**src/rtl/fetch_seq_pkg.sv**
```systemverilog
// ============================================================================
// fetch_seq_pkg
//
// Purpose: shared types and constants for the fetch sequencer slice.
//   - fseq_state_t       : sequencer state encoding
//   - DEFAULT_BRANCH_OP  : opcode of the conditional branch (branch if zero)
//   - DEFAULT_HALT_INSTR : full-word halt encoding
//   - IMM_W              : width of the sign-extended branch offset
//   - sext_imm()         : builds the branch offset from the 6-bit field
// ============================================================================
package fetch_seq_pkg;

    typedef enum logic [2:0] {
        ST_IDLE    = 3'd0,
        ST_FETCH   = 3'd1,
        ST_DECODE  = 3'd2,
        ST_EXECUTE = 3'd3,
        ST_UPDATE  = 3'd4,
        ST_HALTED  = 3'd5
    } fseq_state_t;

    localparam logic [2:0] DEFAULT_BRANCH_OP  = 3'b110;
    localparam logic [8:0] DEFAULT_HALT_INSTR = 9'h1FF;
    localparam int         IMM_W              = 8;

    // The branch offset field is six bits wide; bit 5 is its sign.
    function automatic logic [IMM_W-1:0] sext_imm(input logic [5:0] field);
        return {{(IMM_W-6){field[5]}}, field};
    endfunction

endpackage

```
**src/rtl/sat_counter.sv**
```systemverilog
// ============================================================================
// sat_counter
//
// Purpose: up-counter that sticks at all-ones instead of wrapping.
//
// Ports:
//   clk    in  : clock
//   reset  in  : asynchronous, active-high reset (count -> 0)
//   en     in  : increment this cycle
//   clr    in  : synchronous clear, dominates en
//   count  out : current count (WIDTH bits)
// ============================================================================
module sat_counter #(
    parameter int WIDTH = 32
) (
    input  logic             clk,
    input  logic             reset,
    input  logic             en,
    input  logic             clr,
    output logic [WIDTH-1:0] count
);

    always_ff @(posedge clk or posedge reset) begin
        if (reset) begin
            count <= '0;
        end else if (clr) begin
            count <= '0;
        end else if (en && (count != {WIDTH{1'b1}})) begin
            count <= count + WIDTH'(1);
        end
    end

endmodule

```
**src/rtl/fetch_sequencer.sv**
```systemverilog
// ============================================================================
// fetch_sequencer
//
// Purpose: multi-cycle instruction sequencer. Fetches one instruction over a
// ready/valid handshake, hands it to execute, waits for completion, then
// issues a single PC-advance pulse whose branch qualifier is the zero flag
// sampled when execute reports done. A full-word halt instruction parks the
// sequencer in HALTED without stepping the PC; only reset leaves HALTED.
//
// Ports:
//   clk          in  : clock
//   reset        in  : asynchronous, active-high reset
//   start        in  : begin execution (only looked at in IDLE)
//   imem_req     out : fetch request, held until imem_ready
//   imem_ready   in  : instruction memory returns data this cycle
//   imem_rdata   in  : fetched instruction
//   instr_out    out : instruction register
//   instr_valid  out : one-cycle pulse, instr_out is new
//   exec_done    in  : execute finished the current instruction
//   zero_flag    in  : ALU zero flag
//   pc_step      out : one-cycle PC advance pulse
//   branch_en    out : apply imm_out on this pc_step
//   imm_out      out : sign-extended branch offset
//   done         out : processor halted
//   cycle_count  out : active-cycle counter        (FETCH_SEQ_PERF_EN only)
//   instr_count  out : retired-instruction counter (FETCH_SEQ_PERF_EN only)
//
// Configuration macro: FETCH_SEQ_PERF_EN adds the two saturating performance
// counters; without it the counter ports and logic do not exist.
// ============================================================================
module fetch_sequencer
    import fetch_seq_pkg::*;
#(
    parameter int                    INSTR_W    = 9,
    parameter int                    OPCODE_W   = 3,
    parameter logic [OPCODE_W-1:0]   BRANCH_OP  = DEFAULT_BRANCH_OP,
    parameter logic [INSTR_W-1:0]    HALT_INSTR = DEFAULT_HALT_INSTR
`ifdef FETCH_SEQ_PERF_EN
    ,
    parameter int                    CNT_W      = 32
`endif
) (
    input  logic               clk,
    input  logic               reset,
    input  logic               start,
    output logic               imem_req,
    input  logic               imem_ready,
    input  logic [INSTR_W-1:0] imem_rdata,
    output logic [INSTR_W-1:0] instr_out,
    output logic               instr_valid,
    input  logic               exec_done,
    input  logic               zero_flag,
    output logic               pc_step,
    output logic               branch_en,
    output logic [IMM_W-1:0]   imm_out,
    output logic               done
`ifdef FETCH_SEQ_PERF_EN
    ,
    output logic [CNT_W-1:0]   cycle_count,
    output logic [CNT_W-1:0]   instr_count
`endif
);

    fseq_state_t        state;
    logic [INSTR_W-1:0] ir;
    logic               taken;
    logic               is_branch;

    assign is_branch = (ir[INSTR_W-1 -: OPCODE_W] == BRANCH_OP);

    // Sequencer FSM. Pulse outputs default low every cycle and are raised on
    // the transition into the state that owns them, so each output is a
    // register and nothing combinational runs from an input to an output.
    // instr_valid is decided while leaving FETCH, from the word being
    // captured, so that it is high exactly during DECODE for non-halt words.
    always_ff @(posedge clk or posedge reset) begin
        if (reset) begin
            state       <= ST_IDLE;
            ir          <= '0;
            taken       <= 1'b0;
            imem_req    <= 1'b0;
            instr_valid <= 1'b0;
            pc_step     <= 1'b0;
            done        <= 1'b0;
        end else begin
            instr_valid <= 1'b0;
            pc_step     <= 1'b0;

            case (state)
                ST_IDLE: begin
                    if (start) begin
                        state    <= ST_FETCH;
                        imem_req <= 1'b1;
                    end
                end

                ST_FETCH: begin
                    if (imem_ready) begin
                        ir          <= imem_rdata;
                        imem_req    <= 1'b0;
                        state       <= ST_DECODE;
                        instr_valid <= (imem_rdata != HALT_INSTR);
                    end
                end

                ST_DECODE: begin
                    if (ir == HALT_INSTR) begin
                        state <= ST_HALTED;
                        done  <= 1'b1;
                    end else begin
                        state <= ST_EXECUTE;
                    end
                end

                // The zero flag only matters in the cycle execute reports
                // completion; earlier values are ignored.
                ST_EXECUTE: begin
                    if (exec_done) begin
                        taken   <= is_branch & zero_flag;
                        pc_step <= 1'b1;
                        state   <= ST_UPDATE;
                    end
                end

                ST_UPDATE: begin
                    state    <= ST_FETCH;
                    imem_req <= 1'b1;
                end

                ST_HALTED: begin
                    done <= 1'b1;
                end

                default: begin
                    state    <= ST_IDLE;
                    imem_req <= 1'b0;
                    done     <= 1'b0;
                end
            endcase
        end
    end

    // branch_en is qualified by pc_step so it can never appear on its own,
    // even though taken itself is held until the next branch resolves.
    assign branch_en = pc_step & taken;
    assign instr_out = ir;
    assign imm_out   = sext_imm(ir[5:0]);

`ifdef FETCH_SEQ_PERF_EN
    logic cycle_en;
    logic retire_en;

    // Active cycles are everything between start and halt. A halt retires
    // on its DECODE cycle because it never reaches UPDATE.
    assign cycle_en  = (state != ST_IDLE) && (state != ST_HALTED);
    assign retire_en = (state == ST_UPDATE) ||
                       ((state == ST_DECODE) && (ir == HALT_INSTR));

    sat_counter #(.WIDTH(CNT_W)) u_cycle_counter (
        .clk   (clk),
        .reset (reset),
        .en    (cycle_en),
        .clr   (1'b0),
        .count (cycle_count)
    );

    sat_counter #(.WIDTH(CNT_W)) u_instr_counter (
        .clk   (clk),
        .reset (reset),
        .en    (retire_en),
        .clr   (1'b0),
        .count (instr_count)
    );
`endif

endmodule

```
**config.mk**
```make
export PLATFORM = sky130hd
export DESIGN_NAME = fetch_sequencer
export DESIGN_NICKNAME = d
export VERILOG_FILES = /design/src/rtl/fetch_seq_pkg.sv /design/src/rtl/sat_counter.sv /design/src/rtl/fetch_sequencer.sv
export SDC_FILE = /design/constraint.sdc
export NUM_CORES = 1
export LEC_CHECK = 0
export CAP_MARGIN = 25
export CELL_PAD_IN_SITES_DETAIL_PLACEMENT = 1
export CELL_PAD_IN_SITES_GLOBAL_PLACEMENT = 1
export CORE_MARGIN = 5
export CORE_UTILIZATION = 28
export CTS_BUF_LIST = sky130_fd_sc_hd__clkbuf_8
export CTS_CLUSTER_DIAMETER = 80
export DETAILED_ROUTE_END_ITERATION = 8
export GPL_ROUTABILITY_DRIVEN = 0
export PLACE_DENSITY_LB_ADDON = 0.15
export SYNTH_ARGS = -nofsm -noshare
export SYNTH_HDL_FRONTEND = slang
export SYNTH_SLANG_ARGS = --single-unit
export TNS_END_PERCENT = 1
```
**constraint.sdc**
```tcl
create_clock -name clk -period 1.54 [get_ports clk]
set_input_delay 0.308 -clock clk [delete_from_list [all_inputs] [get_ports clk]]
set_output_delay 0.308 -clock clk [all_outputs]
set_load 0.02 [all_outputs]
```
==> implementation parameters, run 1 <==
Parameter                              Value

Floorplan
  Die Y    64.31 µm
  Total core area    2781 µm²
  IO Pins    37
  Effective utilization at floorplan    approximately 30%
  Placement Rows    19
  Width of the die    between 60 and 70 µm
  Area of the die    4135 µm²

Global routing
  Grt total ovfl    0
  Initial antenna violation count    0
  Global-route total usage across every layer    10.31%
  Pin count of the biggest net entering global routing    18
  Wire length of the first global-routing pass    3401 µm
  Vias in the first global route    730

Setup path
  Worst reg2reg setup slack    0.09 ns
  Reg-to-reg critical path startpoint    state[1]$_DFFE_PP0P_
  Worst path max stage delay    roughly 0.60 ns
  Count of cell instances traversed by the critical path    1
  Cell Chain, Critical Path    clkdlybuf4s50_1
  CP Data Required Time    1.23 ns
  Startpoint types    register
  Standard cell with the maximum stage delay on the critical path    sky130_fd_sc_hd__clkdlybuf4s50_1
  Start point of the critical path    instr_valid$_DFF_PP0_
  Top delay family on crit path    buffers and inverters
  Data arrival, critical path    about 1.2 ns
  Critical path fanouts, max    1
  Worst setup endpoint    instr_valid
  CP endpoint kind    output pin
  Worst-case reg-to-reg path depth    3
  Worst flop-to-flop path endpoint    state[2]$_DFFE_PP0P_
  Number of buffer and inverter stages on the critical path    1
  Kind of critical path    register to output pin

Detailed routing
  Vias per cell    roughly 4.8
  Drc violations    0
  Count of antenna-violating nets left after detailed routing    0
  Number of optimization iterations in the first detailed-route pass    2
  DRC marker count from the first detailed-route iteration    5
  Via count    between 600 and 700
  Routed wire length    between 2000 and 2500 µm
  Mean routed wirelength per cell    14.34 µm

Pwr
  Power density over the cells    2066 nW/µm²
  Maximum vdd drop    1.052 mV
  Total leakage power    0.0005741 µW
  Overall power of the completed layout    between 2000 and 3000 µW

Final layout
  Most frequent cells in the layout    19 x sky130_fd_sc_hd__dlygate4sd2_1, 17 x sky130_fd_sc_hd__dfrtp_1, 16 x sky130_fd_sc_hd__clkdlybuf4s50_1, 9 x sky130_fd_sc_hd__mux2_2, 7 x sky130_fd_sc_hd__nand2_1
  Filler Cell Count    313
  Area growth from synthesis to final layout    47.88%
  Fraction of final layout cells sized beyond drive strength 1    18.92%
  Net count, final    approximately 130
  Final antenna diode count    0
  Number of standard cells in the final layout excluding fillers    ~140
  Utilization after layout    43.90%
  Most common library cell in the layout ignoring fill and taps    sky130_fd_sc_hd__dlygate4sd2_1

Logic synthesis
  Synthesized area divided by synthesized cell count    10.87 µm²
  Count of warnings emitted by yosys    0
  Sequential area share after synthesis    around half
  Post-synth net total    91
  Number of synthesized register bits    17
  Area fraction of the dominant cell type after synthesis    51.52%
  Library cell with the largest summed area after synthesis    sky130_fd_sc_hd__dfrtp_1
  Cells after Synth    76
  Netlist cell types    22
  Top cells by area in the synthesized netlist    sky130_fd_sc_hd__dfrtp_1 52%, sky130_fd_sc_hd__mux2_2 12%, sky130_fd_sc_hd__buf_4 9.1%, sky130_fd_sc_hd__nand2_1 3.2%, sky130_fd_sc_hd__nand3_1 3.0%
  Netlist Area Pre-Place    825.8 µm²

Placement
  DPL Wire Length    1627 µm
  Number of placed instances with taps included    138
  Port-buffer cells    36

Timing
  Post-Route Skew    0.002779 ns
  Post-route fraction of the period consumed by the critical path    between 90% and 100%
  Final setup TNS    0 ns
  Unrepaired setup endpoints after global routing    false
  Worst slew margin relative to its limit    75.14%
  Measured slew at the worst slew-check pin    between 0.3 and 0.4 ns
  Shortest clock period the worst path allows after layout    1.485 ns
  Achievable Freq    a little under 700 MHz
  # setup viols final    0
  Final Slew Violations    0
  Number of hold violations in the final report    0

Clocking
  Post-cts gate resize count    19
  Clock edge transition at the registers on the reported setup and hold paths    about 0.070 ns
  Clock insertion delay at the later pin of the skew report    ~0.25 ns
  Cts hold-fix bufs    0
  Number of buffers between clock root and the deepest sink    2
  Buffers inserted by post-CTS timing repair    0
  CTS tree    done
  Total number of clock tree sinks    17
  Root cell of the clock tree    sky130_fd_sc_hd__clkbuf_8
  Number of buffers inserted during clock tree synthesis    3
  H-tree depth    1

Flow run
  Max-cap check violation count    0

Status
  Status    finished clean

Hold path
  Class of the most critical hold timing path    input pin to async pin
-- where the power goes --
part / switching (µW) / internal (µW)
clock: 147 / 179
combinational: 747 / 624
sequential: 164 / 661
-- how the worst min path moves through the flow --
stage                           start                  endpoint  depth (start not counted)
floorplan                       reset          done$_DFFE_PP0P_                          1
global placement    taken$_DFFE_PP0P_         taken$_DFFE_PP0P_                          2
detailed placement  taken$_DFFE_PP0P_         taken$_DFFE_PP0P_                          2
CTS                             reset         pc_step$_DFF_PP0_                          3
global route                    reset  instr_out[8]$_DFFE_PP0P_                          3
finish                          reset         taken$_DFFE_PP0P_                          3
-- state kept, by name (all words and copies together), names as in the netlist --
name and count:
instr_valid 1, instr_out 9, state 3, taken 1, done 1, imem_req 1
pc_step 1
-- Yosys cell counts --
master	number
sky130_fd_sc_hd__a21oi_1	3
sky130_fd_sc_hd__a31oi_1	1
sky130_fd_sc_hd__and2_1	1
sky130_fd_sc_hd__buf_4	10
sky130_fd_sc_hd__buf_6	1
sky130_fd_sc_hd__dfrtp_1	17
sky130_fd_sc_hd__inv_1	6
sky130_fd_sc_hd__mux2_2	9
sky130_fd_sc_hd__nand2_1	7
sky130_fd_sc_hd__nand3_1	5
sky130_fd_sc_hd__nand3b_1	1
sky130_fd_sc_hd__nand4_1	2
sky130_fd_sc_hd__nand4b_1	1
sky130_fd_sc_hd__nor2_1	2
sky130_fd_sc_hd__nor2_2	1
sky130_fd_sc_hd__o211ai_1	1
sky130_fd_sc_hd__o21ai_0	3
sky130_fd_sc_hd__o311ai_0	1
sky130_fd_sc_hd__o31a_1	1
sky130_fd_sc_hd__o41ai_1	1
sky130_fd_sc_hd__or3b_1	1
sky130_fd_sc_hd__or4_4	1
-- logic make-up after synthesis --
logic type,synth area share [%]
DFF,51.52
AOI/OAI and AO/OA,8.485
muxes,12.27
buffers and inverters,13.18
and+or+nand+nor,14.55
-- area by class of cell --
cell class              instances  area, µm²  share of cell area, %
flip-flops and latches         17      425.4                  34.84
repair buffers                 42      396.6                  32.48
multi-input cells              42      291.5                  23.87
clock buffers                   3      41.29                  3.381
well taps                      31      38.79                  3.176
inverters                       6      22.52                  1.844
clock inverters                 1      5.005                 0.4098
-- worst min-delay path, cell delays in order --
cell and delay (ns):
sky130_fd_sc_hd__clkdlybuf4s50_1 0.39, sky130_fd_sc_hd__inv_1 0.05, sky130_fd_sc_hd__buf_4 0.24
-- layer usage --
metal	share of wire, %	track usage (%)	wire length, µm	up-vias
met5	0	0	0	-
met3	6.0	4.203	122	2
met2	45	14.80	921	20
li1	-	-	-	326
met4	0.83	4.580	17	0
met1	48	13.48	975	329
-- metrics by stage --
step | hold WS, ns | instance area [µm²] | setup WS [ns]
detailed placement | 0.4670 | 1196 | -0.1077
CTS | 0.3719 | 1219 | 0.02851
finish | 0.3670 | 1221 | 0.05488
global route | 0.3919 | 1221 | 0.01266
floorplan | 0.2341 | 825.8 | 0.02339
global placement | 0.4611 | 1196 | -0.08897
Power figures use the tool's default switching activity.
==> run 2: changes to the inputs <==
--- a/config.mk
+++ b/config.mk
@@ -11,7 +11,6 @@
 export CORE_MARGIN = 5
 export CORE_UTILIZATION = 28
 export CTS_BUF_LIST = sky130_fd_sc_hd__clkbuf_8
-export CTS_CLUSTER_DIAMETER = 80
 export DETAILED_ROUTE_END_ITERATION = 8
 export GPL_ROUTABILITY_DRIVEN = 0
 export PLACE_DENSITY_LB_ADDON = 0.15
==> results of run 2 <==
No change in the layout: final DEF, timing and power equal those of run 1.
==> run 3: changes to the inputs <==
--- a/config.mk
+++ b/config.mk
@@ -5,9 +5,11 @@
 export SDC_FILE = /design/constraint.sdc
 export NUM_CORES = 1
 export LEC_CHECK = 0
+export ABC_AREA = 1
 export CAP_MARGIN = 25
 export CELL_PAD_IN_SITES_DETAIL_PLACEMENT = 1
 export CELL_PAD_IN_SITES_GLOBAL_PLACEMENT = 1
+export CORE_ASPECT_RATIO = 0.5
 export CORE_MARGIN = 5
 export CORE_UTILIZATION = 28
 export CTS_BUF_LIST = sky130_fd_sc_hd__clkbuf_8
==> implementation parameters, run 3 <==
Parameter                              Value

Logic synthesis
  Most frequently used flop master after synthesis    sky130_fd_sc_hd__dfrtp_1
  Synthesized area divided by synthesized cell count    7.528 µm²
  Count of warnings emitted by yosys    0
  Dominant cell by count in the synthesized netlist    sky130_fd_sc_hd__nand2_1
  Top cells by area in the synthesized netlist    sky130_fd_sc_hd__dfrtp_1 46%, sky130_fd_sc_hd__nand2_1 19%, sky130_fd_sc_hd__buf_4 6.5%, sky130_fd_sc_hd__nand3_1 5.4%, sky130_fd_sc_hd__inv_1 4.1%
  Post-synth net total    138
  Area fraction of the dominant cell type after synthesis    45.95%
  Library cell with the largest summed area after synthesis    sky130_fd_sc_hd__dfrtp_1
  Netlist Area Pre-Place    925.9 µm²
  Sequential area share after synthesis    45.95%
  Cells after Synth    123
  Most used standard cells in the synthesized netlist    48 x sky130_fd_sc_hd__nand2_1, 17 x sky130_fd_sc_hd__dfrtp_1, 10 x sky130_fd_sc_hd__inv_1, 10 x sky130_fd_sc_hd__nand3_1, 9 x sky130_fd_sc_hd__nor2_1
  Netlist cell types    18
  EDFF count, synth    0
  Number of synthesized register bits    17
  Asr flop ratio synth    100.0%

Clocking
  Number of buffers between clock root and the deepest sink    2
  Clock edge transition at the registers on the reported setup and hold paths    0.07 ns
  Clock insertion delay at the later pin of the skew report    0.25 ns
  Number of buffers inserted during clock tree synthesis    3
  CTS tree    done
  Buffers inserted by post-CTS timing repair    0
  Root cell of the clock tree    sky130_fd_sc_hd__clkbuf_8
  Total number of clock tree sinks    17
  H-tree depth    1
  Cts hold-fix bufs    0

Final layout
  Net count, final    172
  Most frequent cells in the layout    48 x sky130_fd_sc_hd__nand2_1, 17 x sky130_fd_sc_hd__dfrtp_1, 17 x sky130_fd_sc_hd__dlygate4sd2_1, 16 x sky130_fd_sc_hd__clkdlybuf4s50_1
  Filler Cell Count    roughly 390
  Fraction of final layout cells sized beyond drive strength 1    a little over a tenth
  Area growth from synthesis to final layout    41.62%
  Area of all sequential standard cells    425.4 µm²
  Area of combinational cells with multiple inputs    364.1 µm²
  Most common library cell in the layout ignoring fill and taps    sky130_fd_sc_hd__nand2_1
  Final antenna diode count    0
  Largest register FFs    9

Floorplan
  IO Pins    37
  Effective utilization at floorplan    30.03%
  Total core area    3083 µm²
  Die Y    between 50 and 60 µm
  Area of the die    4627 µm²
  Placement Rows    14
  Width of the die    91.33 µm

Setup path
  Number of buffer and inverter stages on the critical path    1
  Startpoint types    register
  Worst reg2reg setup slack    0.19 ns
  Standard cell with the maximum stage delay on the critical path    sky130_fd_sc_hd__clkdlybuf4s50_1
  Data arrival, critical path    approximately 1.2 ns
  Worst flop-to-flop path endpoint    instr_out[7]$_DFFE_PP0P_
  Critical path fanouts, max    1
  CP Data Required Time    1.23 ns
  Top delay family on crit path    buffers and inverters
  Worst path max stage delay    0.60 ns
  Reg-to-reg critical path startpoint    state[0]$_DFFE_PP0P_
  Kind of critical path    register to output pin
  Cell Chain, Critical Path    clkdlybuf4s50_1
  Worst-case reg-to-reg path depth    6
  CP endpoint kind    output pin

Pwr
  Fraction of power consumed by combinational cells    53.9%
  Switching Share    46.39%
  Power Internal    1317 µW
  Total leakage power    0.0007411 µW
  Maximum vdd drop    0.7730 mV
  Net switching power    1140 µW
  Reg power frac    32.7%
  Power density over the cells    1874 nW/µm²
  Proportion of power drawn by the clock network    13.5%
  Overall power of the completed layout    2458 µW

Detailed routing
  DRC marker count from the first detailed-route iteration    15
  Via count    860
  Count of antenna-violating nets left after detailed routing    0
  Routed wire length    2451 µm
  Number of optimization iterations in the first detailed-route pass    4
  Drc violations    0
  Mean routed wirelength per cell    roughly 13 µm
  Vias per cell    about 4.4

Flow run
  Max-cap check violation count    0

Timing
  Number of hold violations in the final report    0
  Worst slew margin relative to its limit    a little over four fifths
  Measured slew at the worst slew-check pin    0.2445 ns
  Achievable Freq    666.3 MHz
  Final Slew Violations    0
  Unrepaired setup endpoints after global routing    false
  # setup viols final    0
  Post-Route Skew    0.002480 ns
  Shortest clock period the worst path allows after layout    1.501 ns
  Final setup TNS    0 ns
  Post-route fraction of the period consumed by the critical path    97.45%

Placement
  DPL Wire Length    2043 µm
  Port-buffer cells    36

Global routing
  Grt total ovfl    0
  Wire length of the first global-routing pass    4381 µm
  Initial antenna violation count    0
  Global-route total usage across every layer    11.77%
  Pin count of the biggest net entering global routing    18
  Vias in the first global route    956

Status
  Status    finished clean

Hold path
  Class of the most critical hold timing path    input pin to async pin
run 3: cell count changes after synthesis, moves of 2 or more:
cell | before | now
sky130_fd_sc_hd__a21oi_2 | 0 | 3
sky130_fd_sc_hd__nand2_1 | 7 | 48
sky130_fd_sc_hd__nor2_1 | 2 | 9
sky130_fd_sc_hd__inv_2 | 0 | 3
sky130_fd_sc_hd__mux2_2 | 9 | 0
sky130_fd_sc_hd__buf_4 | 10 | 8
sky130_fd_sc_hd__inv_1 | 6 | 10
sky130_fd_sc_hd__nand3_1 | 5 | 10
run 3: per-stage QoR:
step	instances	setup WS (ns)	util, %	hold slack (ns)	area, µm²
after floorplan	123	0.4568	-	0.2341	925.9
after global placement	192	0.1168	41.48	0.4619	1279
after detailed placement	192	0.09114	41.48	0.4620	1279
after CTS	196	0.01549	42.29	0.3834	1304
after global routing	196	0.002421	42.53	0.4121	1311
final	196	0.03927	42.53	0.3778	1311
run 3: power groups by stage:
stage / Sequential [µW] / Combinational, µW / Clock (µW)
CTS: 811 / 1350 / 346
floorplan: 968 / 797 / 0
detailed placement: 826 / 1480 / 0
global route: 849 / 1470 / 372
global placement: 820 / 1470 / 0
finish: 803 / 1320 / 331
run 3: final cells by class:
class | instances | share of cell area [%]
clock inverter | 1 | 0.3817
timing repair buffer | 40 | 28.72
multi-input combinational | 82 | 27.77
sequential | 17 | 32.44
inverter | 13 | 3.721
tap | 40 | 3.817
clock buffer | 3 | 3.149
run 3: worst max path at each step:
stage / to / slack, ns / cells after the start / startpoint
global route: pc_step / 0.002 / 1 / pc_step$_DFF_PP0_
CTS: instr_valid / 0.02 / 1 / instr_valid$_DFF_PP0_
finish: instr_valid / 0.04 / 1 / instr_valid$_DFF_PP0_
detailed placement: state[0]$_DFFE_PP0P_ / 0.09 / 7 / imem_ready
floorplan: state[1]$_DFFE_PP0P_ / 0.46 / 7 / instr_out[5]$_DFFE_PP0P_
global placement: state[0]$_DFFE_PP0P_ / 0.12 / 7 / imem_ready
run 3: what timing repair did:
| item | CTS | global route |
|---|---|---|
| endpoints found under the hold margin | 0 | 0 |
| resized for setup | 17 | 3 |
| setup endpoints to repair | 17 | 3 |
run 3: per-layer routing:
layer | up-vias | global-route usage, % | share of wire (%) | wire length (µm)
met1 | 400 | 15.05 | 48 | 1174
met5 | - | 0 | 0 | 0
met2 | 22 | 19.26 | 45 | 1109
met3 | 2 | 3.582 | 5.7 | 139
met4 | 0 | 3.659 | 1.1 | 27
li1 | 436 | - | - | -
run 3: cell families after synthesis:
logic type | Yosys count | synth area share (%)
buffers and inverters | 24 | 14.73
flip-flops | 17 | 45.95
AND/OR/NAND/NOR | 74 | 33.78
AO/OA/AOI/OAI | 8 | 5.541
